**src/rtl/rw_mem_arbiter.sv**
```systemverilog
// Round-robin two-port arbiter/sequencer for the 96x8 RW data memory window.
// Hides the registered-read latency and parks the memory address when idle.
module rw_mem_arbiter #(
   parameter int unsigned BASE = 128,
   parameter int unsigned SIZE = 96,
   parameter int unsigned PARK = 0
) (
   input  logic       clk,
   input  logic       reset_n,
   input  logic       a_req,
   input  logic       a_we,
   input  logic [7:0] a_addr,
   input  logic [7:0] a_wdata,
   output logic       a_gnt,
   output logic       a_rvalid,
   output logic       a_err,
   input  logic       b_req,
   input  logic       b_we,
   input  logic [7:0] b_addr,
   input  logic [7:0] b_wdata,
   output logic       b_gnt,
   output logic       b_rvalid,
   output logic       b_err,
   output logic [7:0] rdata,
   output logic       busy,
   output logic       mem_write,
   output logic [7:0] mem_addr,
   output logic [7:0] mem_wdata,
   input  logic [7:0] mem_rdata
);

   localparam logic [7:0] ParkAddr = 8'(PARK);

   typedef enum logic [1:0] {StIdle, StAccess, StRdata} state_e;

   state_e     state_q, state_d;
   logic       last_q, last_d;     // 0 = A, 1 = B
   logic       owner_q, owner_d;
   logic       rd_q, rd_d;
   logic       a_gnt_q, a_gnt_d, b_gnt_q, b_gnt_d;
   logic       a_err_q, a_err_d, b_err_q, b_err_d;
   logic       a_rvalid_q, a_rvalid_d, b_rvalid_q, b_rvalid_d;
   logic [7:0] rdata_q, rdata_d;
   logic       mem_write_q, mem_write_d;
   logic [7:0] mem_addr_q, mem_addr_d;
   logic [7:0] mem_wdata_q, mem_wdata_d;

   logic       pick_b;
   logic       sel_we;
   logic [7:0] sel_addr;
   logic [7:0] sel_wdata;
   logic       sel_in_win;

   // B wins when it is alone, or on a tie when A was served last.
   assign pick_b     = b_req && (!a_req || !last_q);
   assign sel_we     = pick_b ? b_we    : a_we;
   assign sel_addr   = pick_b ? b_addr  : a_addr;
   assign sel_wdata  = pick_b ? b_wdata : a_wdata;
   assign sel_in_win = (32'(sel_addr) >= BASE) && (32'(sel_addr) <= BASE + SIZE - 1);

   always_comb begin
      state_d     = state_q;
      last_d      = last_q;
      owner_d     = owner_q;
      rd_d        = rd_q;
      a_gnt_d     = 1'b0;
      b_gnt_d     = 1'b0;
      a_err_d     = 1'b0;
      b_err_d     = 1'b0;
      a_rvalid_d  = 1'b0;
      b_rvalid_d  = 1'b0;
      rdata_d     = rdata_q;
      mem_write_d = 1'b0;
      mem_addr_d  = ParkAddr;
      mem_wdata_d = mem_wdata_q;
      unique case (state_q)
         StIdle: begin
            if (a_req || b_req) begin
               last_d  = pick_b;
               a_gnt_d = !pick_b;
               b_gnt_d = pick_b;
               if (sel_in_win) begin
                  mem_addr_d  = sel_addr;
                  mem_wdata_d = sel_wdata;
                  mem_write_d = sel_we;
                  owner_d     = pick_b;
                  rd_d        = !sel_we;
                  state_d     = StAccess;
               end else begin
                  a_err_d = !pick_b;
                  b_err_d = pick_b;
               end
            end
         end
         StAccess: state_d = rd_q ? StRdata : StIdle;
         StRdata: begin
            rdata_d    = mem_rdata;
            a_rvalid_d = !owner_q;
            b_rvalid_d = owner_q;
            state_d    = StIdle;
         end
         default: state_d = StIdle;
      endcase
   end

   always_ff @(posedge clk or negedge reset_n) begin
      if (!reset_n) begin
         state_q     <= StIdle;
         last_q      <= 1'b1;
         owner_q     <= 1'b0;
         rd_q        <= 1'b0;
         a_gnt_q     <= 1'b0;
         b_gnt_q     <= 1'b0;
         a_err_q     <= 1'b0;
         b_err_q     <= 1'b0;
         a_rvalid_q  <= 1'b0;
         b_rvalid_q  <= 1'b0;
         rdata_q     <= 8'h00;
         mem_write_q <= 1'b0;
         mem_addr_q  <= ParkAddr;
         mem_wdata_q <= 8'h00;
      end else begin
         state_q     <= state_d;
         last_q      <= last_d;
         owner_q     <= owner_d;
         rd_q        <= rd_d;
         a_gnt_q     <= a_gnt_d;
         b_gnt_q     <= b_gnt_d;
         a_err_q     <= a_err_d;
         b_err_q     <= b_err_d;
         a_rvalid_q  <= a_rvalid_d;
         b_rvalid_q  <= b_rvalid_d;
         rdata_q     <= rdata_d;
         mem_write_q <= mem_write_d;
         mem_addr_q  <= mem_addr_d;
         mem_wdata_q <= mem_wdata_d;
      end
   end

   assign a_gnt     = a_gnt_q;
   assign b_gnt     = b_gnt_q;
   assign a_err     = a_err_q;
   assign b_err     = b_err_q;
   assign a_rvalid  = a_rvalid_q;
   assign b_rvalid  = b_rvalid_q;
   assign rdata     = rdata_q;
   assign busy      = (state_q != StIdle);
   assign mem_write = mem_write_q;
   assign mem_addr  = mem_addr_q;
   assign mem_wdata = mem_wdata_q;

endmodule

```
**config.mk**
```make
export PLATFORM = sky130hd
export DESIGN_NAME = rw_mem_arbiter
export DESIGN_NICKNAME = d
export VERILOG_FILES = /design/src/rtl/rw_mem_arbiter.sv
export SDC_FILE = /design/constraint.sdc
export NUM_CORES = 1
export LEC_CHECK = 0
export CORE_AREA = 8 8 63 65
export DETAILED_ROUTE_END_ITERATION = 10
export DIE_AREA = 0 0 71 73
export DONT_BUFFER_PORTS = 1
export MAX_ROUTING_LAYER = met4
export PLACE_DENSITY = 0.69
export SYNTH_ARGS = -nofsm -noshare
export SYNTH_HDL_FRONTEND = slang
export SYNTH_SLANG_ARGS = --single-unit
```
**constraint.sdc**
```tcl
create_clock -name clk -period 1.7 [get_ports clk]
set_input_delay 0.34 -clock clk [delete_from_list [all_inputs] [get_ports clk]]
set_output_delay 0.34 -clock clk [all_outputs]
set_load 0.05 [all_outputs]
```
Word-level counts from Yosys, hierarchy flattened
Index checks and enable logic that the tools add are counted.
Operators by class
  magnitude comparators: 2
  equality and inequality tests: 4
  multiplexer cells: 25
  reduce and logical (&&, ||, !) cells: 14
Operators by type and width (number)
  $mux 8: 5
  $mux 1: 16
  $ge 8x8->1 const B: 1
  $le 8x8->1 const B: 1
  $mux 2: 3
  $logic_not 1->1: 5
  $ne 2x2->1 const B: 2
  $pmux 2 s2: 1
  $reduce_and 2->1: 2
  $reduce_and 3->1: 1
  $eq 2x1->1 const B: 1
  $eq 2x2->1 const B: 1
  $logic_and 1x1->1: 2
  $logic_not 2->1: 1
  $logic_or 1x1->1: 2
  $reduce_bool 2->1: 1
Word-level totals
  register bits after elaboration: 36
  input port bits: 46
  output and inout bits: 32

Longest topological paths before layout
Gate-level depths: netlist of the first run.
  word-level depth: 9
  gate-level depth with buffers: 7

Least setup slack after synthesis of the first run
No wires, ideal clock.
  path type: flip-flop to flip-flop
  start point: register last_q
  end point: register mem_wdata_q[0] (netlist: mem_wdata[0])
  setup time: 125 ps
  data arrival time: 1693 ps
  data required time: 1575 ps
  setup slack: -118 ps
  stages on the path, launching flop included: 8
  period minus slack after synthesis: 1818 ps
  cell sequence: dfstp_2 > a21boi_2 > buf_6 > mux2i_1 > o211ai_4 > inv_2 > buf_6 > mux2_4
On the way
  cells in the longest elaborated chain, start to end: 7
  elaborated cells between the ends (all ways): 9
RTL lines
  start, declared: line 37  | logic last_q, last_d;
  start signal, assigned: line 124  | last_q <= last_d;
  $logic_not 1->1 (*): line 55  | assign pick_b = b_req && (!a_req || !last_q);
  $logic_or 1x1->1 (*): line 55
  $logic_and 1x1->1 (*): line 55
  $mux 8: line 57  | assign sel_addr = pick_b ? b_addr : a_addr;
  $ge 8x8->1 or $le 8x8->1 (tied branches): line 59  | assign sel_in_win = (32'(sel_addr) >= BASE) && (32'(sel_addr) <= BASE + SIZE - 1);
  $logic_and 1x1->1: line 59
  $reduce_and 3->1 (no line)
  end signal, assigned: line 136  | mem_wdata_q <= mem_wdata_d;
  end, declared: line 46  | logic [7:0] mem_wdata_q, mem_wdata_d;
Every way passes the cells marked *; elsewhere a longest branch is shown, timed or not.
A chain may end at the register's enable or synchronous reset.

Worst setup path in the final report of the first run
  start point: register last_q
  end point: register mem_wdata_q[4] (netlist: mem_wdata[4])
The elaborated chain is that of the path after synthesis.

==> run metrics, run 1 <==
status finished with violations; violated checks setup timing; Tot Pwr around 3.4 mW; worst reg2reg setup slack -0.04 ns; Synth area leaders dfrtp_1 (58%), mux2_2 (13%), mux2_4 (7.9%), nand2_1 (3.0%), mux2i_1 (2.6%); CTS buffer count 5; clk_lat worst skew ~0.32 ns; Final GP Congestion 0.768; CP max stage delay 0.41 ns; critical path required time 1.91 ns; Max Fanout on Critical Path 8; Final Hold Vio Count 0; vias in the first global route approximately 1000; r2r endpoint mem_wdata[4]; crit-path cells a21boi_4 > mux2_2 > o211ai_4 > inv_2 > buf_12 > mux2_4; complex-gate fraction of the synthesized area 0.0584; Mapped Area 1520 sq um; Arrival @ worst endpoint between 1.5 and 2 ns; Sink Count 36; Slowest cell on crit path mux2_2; DIE AREA 5180 sq um; Worst Setup Path Type register to register; CTS tree done; relative slew slack 0.660; main combinational cell family by area after synthesis multiplexers; die height around 73 um; Final period util 1.03; post-synth net total 157; core area ~3000 sq um; wire per inst 20.2 um; Ys Warns 0; initial antenna violation count 0; initial core utilization 0.515; WHS Path Cells 1; Max Clk Rate 0.573 GHz; largest area contributor in the netlist dfrtp_1; Vias 905; xor/xnor share of the synthesized area 0; first-pass GRT wire length ~5.2 mm; ratio of cells with drive above 1 in the final layout 0.383; RSZ-0062 raised after global routing true; final setup fails 9; reg-to-reg startpoint last_q; Tot GR Track Use 0.136; max-cap check violation count 0; Adder-Cell Fraction of Synth Area 0; dpl hpwl 2.60 mm; clock root buffer clkbuf_4; P per Cell Area 1990 nW/um^2; Cell variety after synth 24; synthesized flop and latch total 36; DR vias/cell between 5 and 6; min-delay src a_req; setup ws final -0.0445 ns; clk slew on worst S/H paths 0.09 ns; htree depth 2; R2R depth 6; Iter 0 DRT Violations 43; worst-case clock buffer depth 2; Worst VDD drop between 1000 and 1500 uV; fin. max-slew vios 0; startpoint types register; # IOs 78; WHS Endpoint last_q; min-delay worst type primary input to register; simple-gate portion of the synthesized area 0.0715; DR pass1 iterations 2; Die X-Extent slightly above 70 um; worst-case hold slack 0.0962 ns; DRC 0; TNS Setup -0.340 ns; post-synthesis mux area share 0.248; Seq/Total Area, Yosys 0.593; gr ovfl total 0; DRT antenna net count 0; Port Buf Inserts 0; clock skew approximately 0.0038 ns; average size of a mapped cell 13.7 sq um; crit end category register; Inserted Diodes 0; Area Overhead vs Synth 12.9%; Worst-Margin Slew 0.511 ns; largest net degree at the start of global routing 37; Final min period 1.74 ns; P_leak 0.805 nW; Mapped Cells 111; Synth top area share 0.576; drt total wl 3.25 mm; FP Rows 20; Final #Nets about 170
-- final cells by class --
class	count	area (sq um)
inverter	4	15.0
timing repair buffer	13	125
fill	247	1230
clock buffer	8	48.8
tap	33	41.3
sequential	36	902
multi-input combinational	67	586
-- cell usage after synthesis, drive strengths merged --
| cell type | number |
|---|---|
| a211oi | 1 |
| a21boi | 1 |
| a21oi | 5 |
| a31oi | 1 |
| and2 | 1 |
| and3b | 1 |
| buf | 2 |
| clkbuf | 2 |
| dfrtp | 35 |
| dfstp | 1 |
| inv | 4 |
| mux2 | 26 |
| mux2i | 5 |
| nand2 | 12 |
| nand2b | 1 |
| nor2 | 6 |
| nor3 | 1 |
| nor3b | 2 |
| o211ai | 1 |
| o21a | 1 |
| o21ai | 2 |
-- through the flow --
stage / instances / setup slack (ns) / instance area, sq um / utilization
2_1_floorplan: 111 / -0.0892 / 1530 / -
3_3_place_gp: 149 / -0.0674 / 1620 / 0.547
3_5_place_dp: 149 / -0.133 / 1620 / 0.547
4_1_cts: 161 / -0.0455 / 1720 / 0.582
5_1_grt: 161 / -0.117 / 1720 / 0.582
6_report: 161 / -0.0445 / 1720 / 0.582
-- how the worst max path moves through the flow --
stage,start,endpoint,slack [ns],cells after the start
after floorplan,last_q,mem_wdata[0],-0.09,7
after global placement,last_q,mem_wdata[3],-0.07,6
after detailed placement,last_q,mem_wdata[4],-0.13,6
after CTS,last_q,mem_wdata[4],-0.05,6
after global routing,last_q,mem_wdata[7],-0.12,6
final,last_q,mem_wdata[4],-0.04,6
-- per-layer routing --
layer  up-vias  global-route usage  part of all wire
met5         -                   -                 0
met4         0              0.0554            0.0086
met3         4              0.0673              0.11
met2        50               0.231              0.53
met1       441               0.129              0.35
li1        410                   -                 -
-- cells in the final DEF, fill, tap and decap left out, types with 2 or more instances in the layout --
cell,synthesis,routed
o21ai_0,2,2
nand2_1,12,12
dfrtp_1,35,35
mux2i_2,1,2
mux2_2,18,18
inv_1,3,3
a21oi_1,5,5
clkbuf_4,0,5
nor3b_1,2,2
clkbuf_1,2,3
buf_4,0,10
mux2_4,8,8
buf_12,0,2
nor2_1,6,6
mux2i_1,4,3
-- critical path, delay by kind of cell, from the launching register on --
kind | cells | cell delay [ns]
flip-flops | 1 | 0.39
multiplexers | 2 | 0.70
AO/OA/AOI/OAI | 2 | 0.31
buffers and inverters | 2 | 0.23
-- cell families after synthesis --
family,after synthesis
AND/OR/NAND/NOR,24
buffers and inverters,8
multiplexers,31
flip-flops,36
AO/OA/AOI/OAI,12
-- state kept, by name, summed over array words and instances, names as in the netlist, 2 cells and up --
register   count
mem_addr       8
mem_wdata      8
rdata          8
state_q        2
-- report_power, final --
group          switching (mW)  leakage, nW  internal (mW)  total (mW)
Sequential               1.11        0.450           1.14        2.25
Combinational           0.318        0.329          0.449       0.767
Clock                   0.243       0.0265          0.165       0.408
-- timing repair --
item                                    in CTS  in global routing
resized for setup                            1                  0
cloned                                       0                  0
endpoints found under the setup margin       9                  9
setup buffers                                2                  0
hold endpoints to repair                    36                  0
hold buffers                                 2                  0
(Power assumes the default switching activity.)
==> run 2, diff against run 1 <==
- CTS_CLUSTER_DIAMETER: default -> 100
- SLEW_MARGIN: default -> 20
==> results of run 2 <==
Same layout as run 1: the final DEF is identical, and so are final timing and power.
